===== config.mk =====
export PLATFORM = sky130hd
export DESIGN_NAME = uart_tx_fifo
export DESIGN_NICKNAME = d
export VERILOG_FILES = /design/src/rtl/uart_pkg.sv /design/src/rtl/sync_fifo.sv /design/src/rtl/uart_tx_fifo.sv
export SDC_FILE = /design/constraint.sdc
export NUM_CORES = 1
export LEC_CHECK = 0
export ABC_AREA = 1
export CAP_MARGIN = 10
export CELL_PAD_IN_SITES_DETAIL_PLACEMENT = 0
export CELL_PAD_IN_SITES_GLOBAL_PLACEMENT = 1
export CORE_ASPECT_RATIO = 1.4
export CORE_MARGIN = 8
export CORE_UTILIZATION = 52
export CTS_CLUSTER_DIAMETER = 200
export DETAILED_ROUTE_END_ITERATION = 6
export MAX_ROUTING_LAYER = met4
export PLACE_DENSITY_LB_ADDON = 0.1
export SYNTH_ARGS = -nofsm -noshare
export SYNTH_HDL_FRONTEND = slang
export SYNTH_SLANG_ARGS = --single-unit

===== constraint.sdc =====
create_clock -name clk -period 7.4 [get_ports clk]
set_clock_uncertainty 0.1 [all_clocks]
set_input_delay 1.85 -clock clk [delete_from_list [all_inputs] [get_ports clk]]
set_output_delay 1.85 -clock clk [all_outputs]
set_load 0.1 [all_outputs]

===== src/rtl/uart_pkg.sv =====
// Shared types and constants for the buffered UART transmitter.
package uart_pkg;

  typedef enum logic [1:0] {
    IDLE  = 2'd0,
    START = 2'd1,
    DATA  = 2'd2,
    STOP  = 2'd3
  } uart_state_e;

  localparam int UART_DATA_W    = 8;
  localparam int UART_STOP_BITS = 1;

endpackage


===== src/rtl/sync_fifo.sv =====
// Single-clock circular FIFO with registered storage and a combinational
// read port that always presents the head entry.
module sync_fifo #(
  parameter int WIDTH   = 8,
  parameter int FIFO_AW = 3
) (
  input  logic               clk,
  input  logic               rst,
  input  logic               push,
  input  logic               pop,
  input  logic [WIDTH-1:0]   din,
  output logic [WIDTH-1:0]   dout,
  output logic [FIFO_AW:0]   count,
  output logic               full,
  output logic               empty
);

  localparam int DEPTH = 2 ** FIFO_AW;
  localparam logic [FIFO_AW:0] COUNT_FULL = (FIFO_AW + 1)'(DEPTH);

  logic [WIDTH-1:0]   mem_q [DEPTH];
  logic [FIFO_AW-1:0] wr_ptr_q, wr_ptr_d;
  logic [FIFO_AW-1:0] rd_ptr_q, rd_ptr_d;
  logic [FIFO_AW:0]   count_q, count_d;
  logic               do_push, do_pop;

  always_comb begin
    // NOTE: every signal gets a default before any branch, so no path can leave one unassigned and infer a latch.
    do_push  = push && (count_q != COUNT_FULL);
    do_pop   = pop && (count_q != '0);
    wr_ptr_d = wr_ptr_q;
    rd_ptr_d = rd_ptr_q;
    count_d  = count_q;
    if (do_push) wr_ptr_d = wr_ptr_q + FIFO_AW'(1);
    if (do_pop)  rd_ptr_d = rd_ptr_q + FIFO_AW'(1);
    case ({do_push, do_pop})
      2'b10:   count_d = count_q + (FIFO_AW + 1)'(1);
      2'b01:   count_d = count_q - (FIFO_AW + 1)'(1);
      default: count_d = count_q;
    endcase
  end

  always_ff @(posedge clk or posedge rst) begin
    // NOTE: state registers use non-blocking assignments so every flop samples pre-edge values.
    if (rst) begin
      wr_ptr_q <= '0;
      rd_ptr_q <= '0;
      count_q  <= '0;
    end else begin
      wr_ptr_q <= wr_ptr_d;
      rd_ptr_q <= rd_ptr_d;
      count_q  <= count_d;
    end
  end

  // NOTE: storage is deliberately not reset; the pointers and count alone decide which entries are valid.
  always_ff @(posedge clk) begin
    if (do_push) mem_q[wr_ptr_q] <= din;
  end

  assign dout  = mem_q[rd_ptr_q];
  assign count = count_q;
  assign full  = (count_q == COUNT_FULL);
  assign empty = (count_q == '0);

endmodule


===== src/rtl/uart_tx_fifo.sv =====
// Buffered 8N1 UART transmitter: bytes queue in a FIFO and are sent
// LSB-first, back to back while the FIFO holds data.
module uart_tx_fifo
  import uart_pkg::*;
#(
  parameter int CLK_DIV = 434,
  parameter int FIFO_AW = 3
) (
  input  logic                   clk,
  input  logic                   rst,
  input  logic [UART_DATA_W-1:0] data_in,
  input  logic                   valid_in,
  output logic                   ready_out,
  output logic                   tx,
  output logic                   busy,
  output logic [FIFO_AW:0]       fifo_count
);

  localparam int BIT_W = $clog2(UART_DATA_W);
  localparam logic [15:0]      BAUD_LAST     = 16'(CLK_DIV - 1);
  localparam logic [BIT_W-1:0] LAST_DATA_BIT = BIT_W'(UART_DATA_W - 1);
  localparam logic [BIT_W-1:0] LAST_STOP_BIT = BIT_W'(UART_STOP_BITS - 1);

  uart_state_e            state_q, state_d;
  logic [15:0]            baud_q, baud_d;
  logic [BIT_W-1:0]       bit_q, bit_d;
  logic [UART_DATA_W-1:0] sh_q, sh_d;
  logic                   tx_q, tx_d;
  logic [UART_DATA_W-1:0] fifo_dout;
  logic                   fifo_pop, fifo_full, fifo_empty, baud_done;

  sync_fifo #(
    .WIDTH  (UART_DATA_W),
    .FIFO_AW(FIFO_AW)
  ) u_fifo (
    .clk  (clk),
    .rst  (rst),
    .push (valid_in),
    .pop  (fifo_pop),
    .din  (data_in),
    .dout (fifo_dout),
    .count(fifo_count),
    .full (fifo_full),
    .empty(fifo_empty)
  );

  always_comb begin
    state_d   = state_q;
    baud_d    = baud_q;
    bit_d     = bit_q;
    sh_d      = sh_q;
    fifo_pop  = 1'b0;
    baud_done = (baud_q == '0);

    // The counter free-runs through every non-idle state, reloading on each bit boundary.
    if (state_q != IDLE) baud_d = baud_done ? BAUD_LAST : baud_q - 16'd1;

    case (state_q)
      IDLE: begin
        if (!fifo_empty) begin
          fifo_pop = 1'b1;
          sh_d     = fifo_dout;
          baud_d   = BAUD_LAST;
          state_d  = START;
        end
      end
      START: begin
        if (baud_done) begin
          bit_d   = '0;
          state_d = DATA;
        end
      end
      DATA: begin
        if (baud_done) begin
          sh_d = sh_q >> 1;
          if (bit_q == LAST_DATA_BIT) begin
            bit_d   = '0;
            state_d = STOP;
          end else begin
            bit_d = bit_q + BIT_W'(1);
          end
        end
      end
      STOP: begin
        if (baud_done) begin
          if (bit_q != LAST_STOP_BIT) begin
            bit_d = bit_q + BIT_W'(1);
          end else if (!fifo_empty) begin
            // Chain straight into the next frame so there is no idle gap.
            fifo_pop = 1'b1;
            sh_d     = fifo_dout;
            state_d  = START;
          end else begin
            state_d = IDLE;
          end
        end
      end
      default: state_d = IDLE;
    endcase

    tx_d = 1'b1;
    if (state_q == START)     tx_d = 1'b0;
    else if (state_q == DATA) tx_d = sh_q[0];
  end

  always_ff @(posedge clk or posedge rst) begin
    if (rst) begin
      state_q <= IDLE;
      baud_q  <= '0;
      bit_q   <= '0;
      sh_q    <= '0;
      tx_q    <= 1'b1;
    end else begin
      state_q <= state_d;
      baud_q  <= baud_d;
      bit_q   <= bit_d;
      sh_q    <= sh_d;
      tx_q    <= tx_d;
    end
  end

  assign tx        = tx_q;
  assign busy      = (state_q != IDLE) || !fifo_empty;
  assign ready_out = !fifo_full;

endmodule


==> metrics list <==
- Yosys mapped the design onto 37 distinct sky130hd cell types.
- Cell depth of the worst hold path: 2
- Once placement finished, the instance area stood at between 0.005 and 0.006 mm^2.
- Vias in the first global route: 3350
* Total negative slack for setup checks: 0 ns
- GRT Total Usage: 16.11%
- Global-route congestion overflow total: 0
- Net switching component of the power: 0.9764 mW
- In this run the worst setup path begins at state_q[0].
- Residual DRC: 0
* Number of max-slew violations in the final report: 0
* Seq/Total Area, Yosys: about three fifths
- Counting every instance in the synthesized netlist gives approximately 520.
- Transition time of the tightest slew-check pin: roughly 1.1 ns
- Measured against its own limit, the worst slew margin works out to 24.82%.
- CTS tree: done
- The design draws 2.308 mW.
- Post-CTS clock slew at the launch and capture registers of the worst setup and hold paths: approximately 0.07 ns
- Synthesis-stage register bit count: 104
- The most critical setup path has its endpoint at busy.
- CTS Buffer Depth: 2
* Prevailing post-synth register cell: edfxtp_1
* Sequential Power Share: 37.9%
- The number of hold violations in the final report came to 0.
- Setup violations remaining at the end of the flow were counted as 0.
- The worst setup path is launched from a flip-flop.
* Largest net degree at the start of global routing: 36
* Post-DP HPWL: 6950 um
- Reg-to-reg critical path startpoint: baud_q[0]
- Post-route cell area: 0.005540 mm^2
- Diode count: 0
- Sequential cell area: 0.002924 mm^2
- Routed wire length: 9467 um
* Number of antenna violations at the first check in global routing: 0
* ANT nets after route: 0
* Worst Path Class, Setup: reg2out
- Clock latency on the worst-skew pair, taken at its later pin, is 0.34 ns.
- Clk sinks: 104
- Internal Pwr Total: roughly 1.3 mW
- Final hold analysis gives a worst-case slack of 0.3776 ns.
* Number of cells on the worst reg-to-reg path: 16
- Die X-Extent: 99.08 um
- Cell Rows: 42
- Arrival time of data at the critical path endpoint: 2.65 ns
* Max Fanout on Critical Path: 9
- I/O Buffers: 17
- Global-route wire length before repair: 16150 um
- Yosys synthesis warning count: 0
- In this run, the number of DRC markers left after iteration 0 of detailed routing was 133.
- In this run the standard cell core region covers 0.009459 mm^2.
- Post-Syn Area: 0.005025 mm^2
- Buffer count from post-CTS setup fixing: 0
- Leading cell type in the layout, fill and taps excluded: nand2_1
- H-tree depth: 3
- Root Driver: clkbuf_16
* Weighted congestion at the end of routability-driven global placement: 0.8346
- STA classifies the critical path endpoint as a primary output.
- The area growth from synthesis to layout is 10.26%.
* R2R setup slack: 4.48 ns
- After layout, the worst path uses 62.15% of the clock period.
- In the routed layout, each cell is associated on average with a via count of 5.233.
- The post-route netlist has 8.534% of its cells at a drive strength greater than 1.
- The count of cells in the finished layout, fillers not included, comes to 649.
- Leakage power figure: 2.355 nW
- The flow ran to the end, and the final reports show no timing, DRC or antenna violations.
- Each instance of the synthesized netlist takes up on average 9.700 um^2.
* Comb power frac: 41.3%
* I/O pin total: 18
- The tightest min-delay check is of the reg2reg type.
- Maximum capacitance violations: 0
* Reg2reg end: u_fifo.count[3]
- Number of enable flip-flop cells after synthesis: 64
- Number of resized instances in the post-cts repair step: 0
* Area used by multi-input combinational logic: roughly 0.0018 mm^2
- VDD sags by at most roughly 0.21 mV.
- Measured along the y axis, the die boundary spans 132.3 um.
- For this run, the top clock speed supported by timing is about 220 MHz.
- Summing over every cut layer, the via total after detailed routing is 3396.
- Required time at the endpoint of the critical path: roughly 5.5 ns
* Placed cell count: 633
- Number of hold buffers added after CTS: 0
- Filler Cell Count: 834
- The die covers 0.01311 mm^2.
* Switching share of power: a little over two fifths
* NumNets Final: 560
* RSZ-0062 raised after global routing: false
- The number of nets in the synthesized netlist is between 500 and 600.
- Number of buffers created by CTS: 9
- Dividing the detail-routed wire length by the instance count gives 14.59 um.
* Power density of the placed cells: 416.6 mW/mm^2
* Fraction of synthesis flops using an asynchronous set or reset pin: 38.46%
- The routed design could run at a clock period as short as 4.599 ns.
- The initial utilization of the core area, before any placement, comes to a little over half.
* Top library cells by usage in the layout, fill and taps aside: 149 x nand2_1, 80 x nand3_1, 64 x edfxtp_1
* Fraction of power consumed by the clock network: around a fifth
* Number of detailed-route iterations in the first pass: 4
## worst min-delay path by stage
stage / slack, ns / startpoint / endpoint
2_1_floorplan: 0.34 / sh_q[1] / sh_q[1]
3_3_place_gp: 0.36 / sh_q[1] / sh_q[1]
3_5_place_dp: 0.36 / sh_q[3] / sh_q[3]
4_1_cts: 0.38 / sh_q[2] / sh_q[2]
5_1_grt: 0.40 / sh_q[1] / sh_q[1]
6_report: 0.38 / sh_q[2] / sh_q[2]
## critical path, cell delays in order (launching register included)
cell             delay, ns
dfrtp_1               0.42
inv_1                 0.11
ha_1                  0.23
bufinv_8              0.22
nor2_4                0.07
inv_2                 0.11
clkdlybuf4s50_1       1.15
## power groups by stage
| stage | clock, mW | sequential, mW | combinational [mW] |
|---|---|---|---|
| after detailed placement | 0 | 0.886 | 0.960 |
| final | 0.481 | 0.875 | 0.953 |
| after CTS | 0.489 | 0.875 | 0.965 |
| after global routing | 0.513 | 0.898 | 1.07 |
| after global placement | 0 | 0.882 | 0.947 |
| after floorplan | 0 | 0.921 | 0.734 |
## registers in the layout (all words and copies together) (netlist names)
name	count
u_fifo.mem_q	64
baud_q	16
sh_q	8
u_fifo.count	4
bit_q	3
u_fifo.rd_ptr_q	3
u_fifo.wr_ptr_q	3
state_q	2
tx	1
## area by class of cell
cell class	count	share of cell area [%]
inverters	43	3.162
well taps	110	2.484
repair buffers	18	3.207
flip-flops and latches	104	52.78
clock inverters	6	1.400
clock buffers	10	4.133
multi-input cells	358	32.84
## cell usage after synthesis, types with 2 or more instances
library cell	count	area, um^2
buf_6	3	33.78
or2_2	9	56.30
o21ai_0	16	80.08
nand3_1	80	400.4
nand3b_1	3	22.52
dfrtp_1	39	975.9
nor2_4	2	22.52
o21ai_1	2	10.01
xnor2_1	2	17.52
ha_1	14	175.2
o22ai_1	4	25.02
edfxtp_1	64	1922
o21bai_1	2	15.01
nand2_1	149	559.3
nor2_2	5	31.28
buf_4	4	30.03
buf_2	3	15.01
clkbuf_1	2	7.510
inv_1	40	150.1
nand2_2	4	25.02
inv_2	2	7.510
nand4_1	4	25.02
o211ai_1	2	15.01
xor2_1	6	52.55
nor2_1	41	153.9
nand2_4	3	33.78
a21oi_1	3	15.01
## metal layers
metal | share of wire, % | track usage (%)
met5 | 0 | -
met4 | 0.74 | 4.983
met2 | 56 | 29.50
met1 | 40 | 17.03
met3 | 2.4 | 2.801
## logic make-up after synthesis
kind of cell | Yosys count | share of synthesized area [%]
buffers and inverters | 56 | 5.603
and+or+nand+nor | 303 | 27.09
adders and majority gates | 15 | 3.885
AOI/OAI and AO/OA | 32 | 3.835
xor gates and xnor gates | 8 | 1.394
DFF | 104 | 58.19
## per-stage QoR
step	util [%]	setup WS [ns]
CTS	58.57	2.781
floorplan	-	3.478
detailed placement	55.33	3.149
global placement	55.33	3.177
finish	58.57	2.801
global route	58.57	2.654
(Power assumes the default switching activity.)
==> RTL edit, RTL diff (same settings) <==
Register the output `fifo_count`, cleared by the reset; this adds one clock of latency there. The other outputs are not delayed to match.
--- a/src/rtl/uart_tx_fifo.sv
+++ b/src/rtl/uart_tx_fifo.sv
@@ -21,6 +21,8 @@
   localparam logic [BIT_W-1:0] LAST_DATA_BIT = BIT_W'(UART_DATA_W - 1);
   localparam logic [BIT_W-1:0] LAST_STOP_BIT = BIT_W'(UART_STOP_BITS - 1);
 
+  logic [FIFO_AW:0] fifo_count_d;
+
   uart_state_e            state_q, state_d;
   logic [15:0]            baud_q, baud_d;
   logic [BIT_W-1:0]       bit_q, bit_d;
@@ -39,7 +41,7 @@
     .pop  (fifo_pop),
     .din  (data_in),
     .dout (fifo_dout),
-    .count(fifo_count),
+    .count(fifo_count_d),
     .full (fifo_full),
     .empty(fifo_empty)
   );
@@ -123,5 +125,13 @@
   assign busy      = (state_q != IDLE) || !fifo_empty;
   assign ready_out = !fifo_full;
 
+  always_ff @(posedge clk or posedge rst) begin
+    if (rst) begin
+      fifo_count <= '0;
+    end else begin
+      fifo_count <= fifo_count_d;
+    end
+  end
+
 endmodule
 
Formal check against the unedited RTL: not equivalent (a bounded check fails within 4 cycles, from zero or initial values and one cycle with rst high).
==> RTL edit against the unedited design <==
Worst setup slack worse by 0.068 ns. Global-route usage grew 0.32 points. Wire length is 2.1% higher. Die area is 0.56% higher. Final area increased by 0.72%. Sequential cell count rose by 4. Synthesized area grew 0.65%. Total power increased by 0.10%.
==> RTL edit: results (changes against the unedited design) <==
.. list-table::
   :header-rows: 1

   * - Metric
     - Value
   * - Reg2reg path depth
     - 14 (-2)
   * - Post-detail-place hpwl
     - 7090 um (+2.0%)
   * - Combined global-route utilization of all metal layers
     - 16.4% (+0.32 points)
   * - Headroom to the max-slew limit
     - 35.2% (+10 points)
   * - Ratio of final minimum period to clock period
     - 63.1% (+0.92 points)
   * - Outcome
     - finished, final reports clean
   * - Global-route wire length before repair
     - 16700 um (+3.4%)
   * - Worst hold slack across all endpoints
     - 0.349 ns (-0.0283 ns)
   * - Iteration-0 DRC Markers
     - 166 (+25%)
   * - First drt pass iteration count
     - 5 (+1)
   * - Net count of the mapped netlist
     - 547 (+0.55%)
   * - Met2 Resource Use GR
     - 29.1% (-0.45 points)
   * - Synth Area per Inst
     - 9.71 um^2 (about the same)
   * - Met3 track demand over resource in global routing
     - 3.25% (+0.45 points)
   * - Critical Path Fanout Max
     - 8 (-1)
   * - Unique masters post-synth
     - 31 (-16%)
   * - Number of global-route vias before repair
     - 3467 (+3.5%)
   * - Detailed-route vias per instance
     - 5.30 (+1.4%)
   * - RePlAce Congestion
     - 0.873 (+4.6%)
   * - Top area cells in the synthesized netlist
     - sky130_fd_sc_hd__edfxtp_1 38%, sky130_fd_sc_hd__dfrtp_1 21%, sky130_fd_sc_hd__nand2_1 11%
   * - Cells on Worst Hold Path
     - 0 (-2)
   * - Number of cells in the finished layout apart from fillers
     - 653 (+0.62%)
   * - Most numerous cell types in the synthesized netlist
     - 150 x sky130_fd_sc_hd__nand2_1, 93 x sky130_fd_sc_hd__nand3_1, 64 x sky130_fd_sc_hd__edfxtp_1
   * - Met2 Routed Length
     - 5330 um (-0.11%)
   * - Share of the yosys chip area belonging to registers
     - 59.8% (+1.6 points)
   * - Proportion of layout cells with a drive suffix above 1
     - 7.92% (-0.62 points)
   * - Total detailed-routing wirelength
     - 9670 um (+2.1%)
   * - R2r setup slk
     - 4.31 ns (-0.17 ns)
   * - Worst R2R Start
     - state_q[0]$_DFFE_PP0P_
   * - Final net count
     - 564 (+0.71%)
   * - Met1 Resource Use GR
     - 18.1% (+1.0 points)
   * - Pin count of the biggest net entering global routing
     - 45 (+25%)
   * - Worst Min Path Start
     - u_fifo.count[3]$_DFFE_PP0P_
   * - Crit path arrival time
     - 2.72 ns (+0.07 ns)
   * - Largest voltage drop on the vdd net
     - 0.193 mV (-9.2%)
[RTL edit: cell type report]
class | count | area (um^2)
Fill cell | 841 | 3880
Sequential cell | 108 | 3020
Multi-Input combinational cell | 358 | 1810
Clock buffer | 10 | 229
Timing Repair Buffer | 18 | 178
Inverter | 43 | 161
Tap cell | 110 | 138
Clock inverter | 6 | 38.8
[RTL edit: logic make-up (layout without fill, tap and decap cells)]
| kind of cell | count (synthesis) | in the layout | share of synthesized area (%) |
|---|---|---|---|
| and+or+nand+nor | 306 | 306 | 27.1 |
| xor gates and xnor gates | 8 | 8 | 1.39 |
| AOI/OAI and AO/OA | 29 | 29 | 3.51 |
| adders and majority gates | 15 | 15 | 3.86 |
| buffers and inverters | 55 | 77 | 4.38 |
| DFF | 108 | 108 | 59.8 |
[RTL edit: report_power, final]
part           internal, uW  switching, uW  leakage (uW)  total (uW)
sequential              790           96.6       0.00113         887
combinational           301            687       0.00114         988
clock                   228            207      0.000128         436
total                  1320            991       0.00240        2310
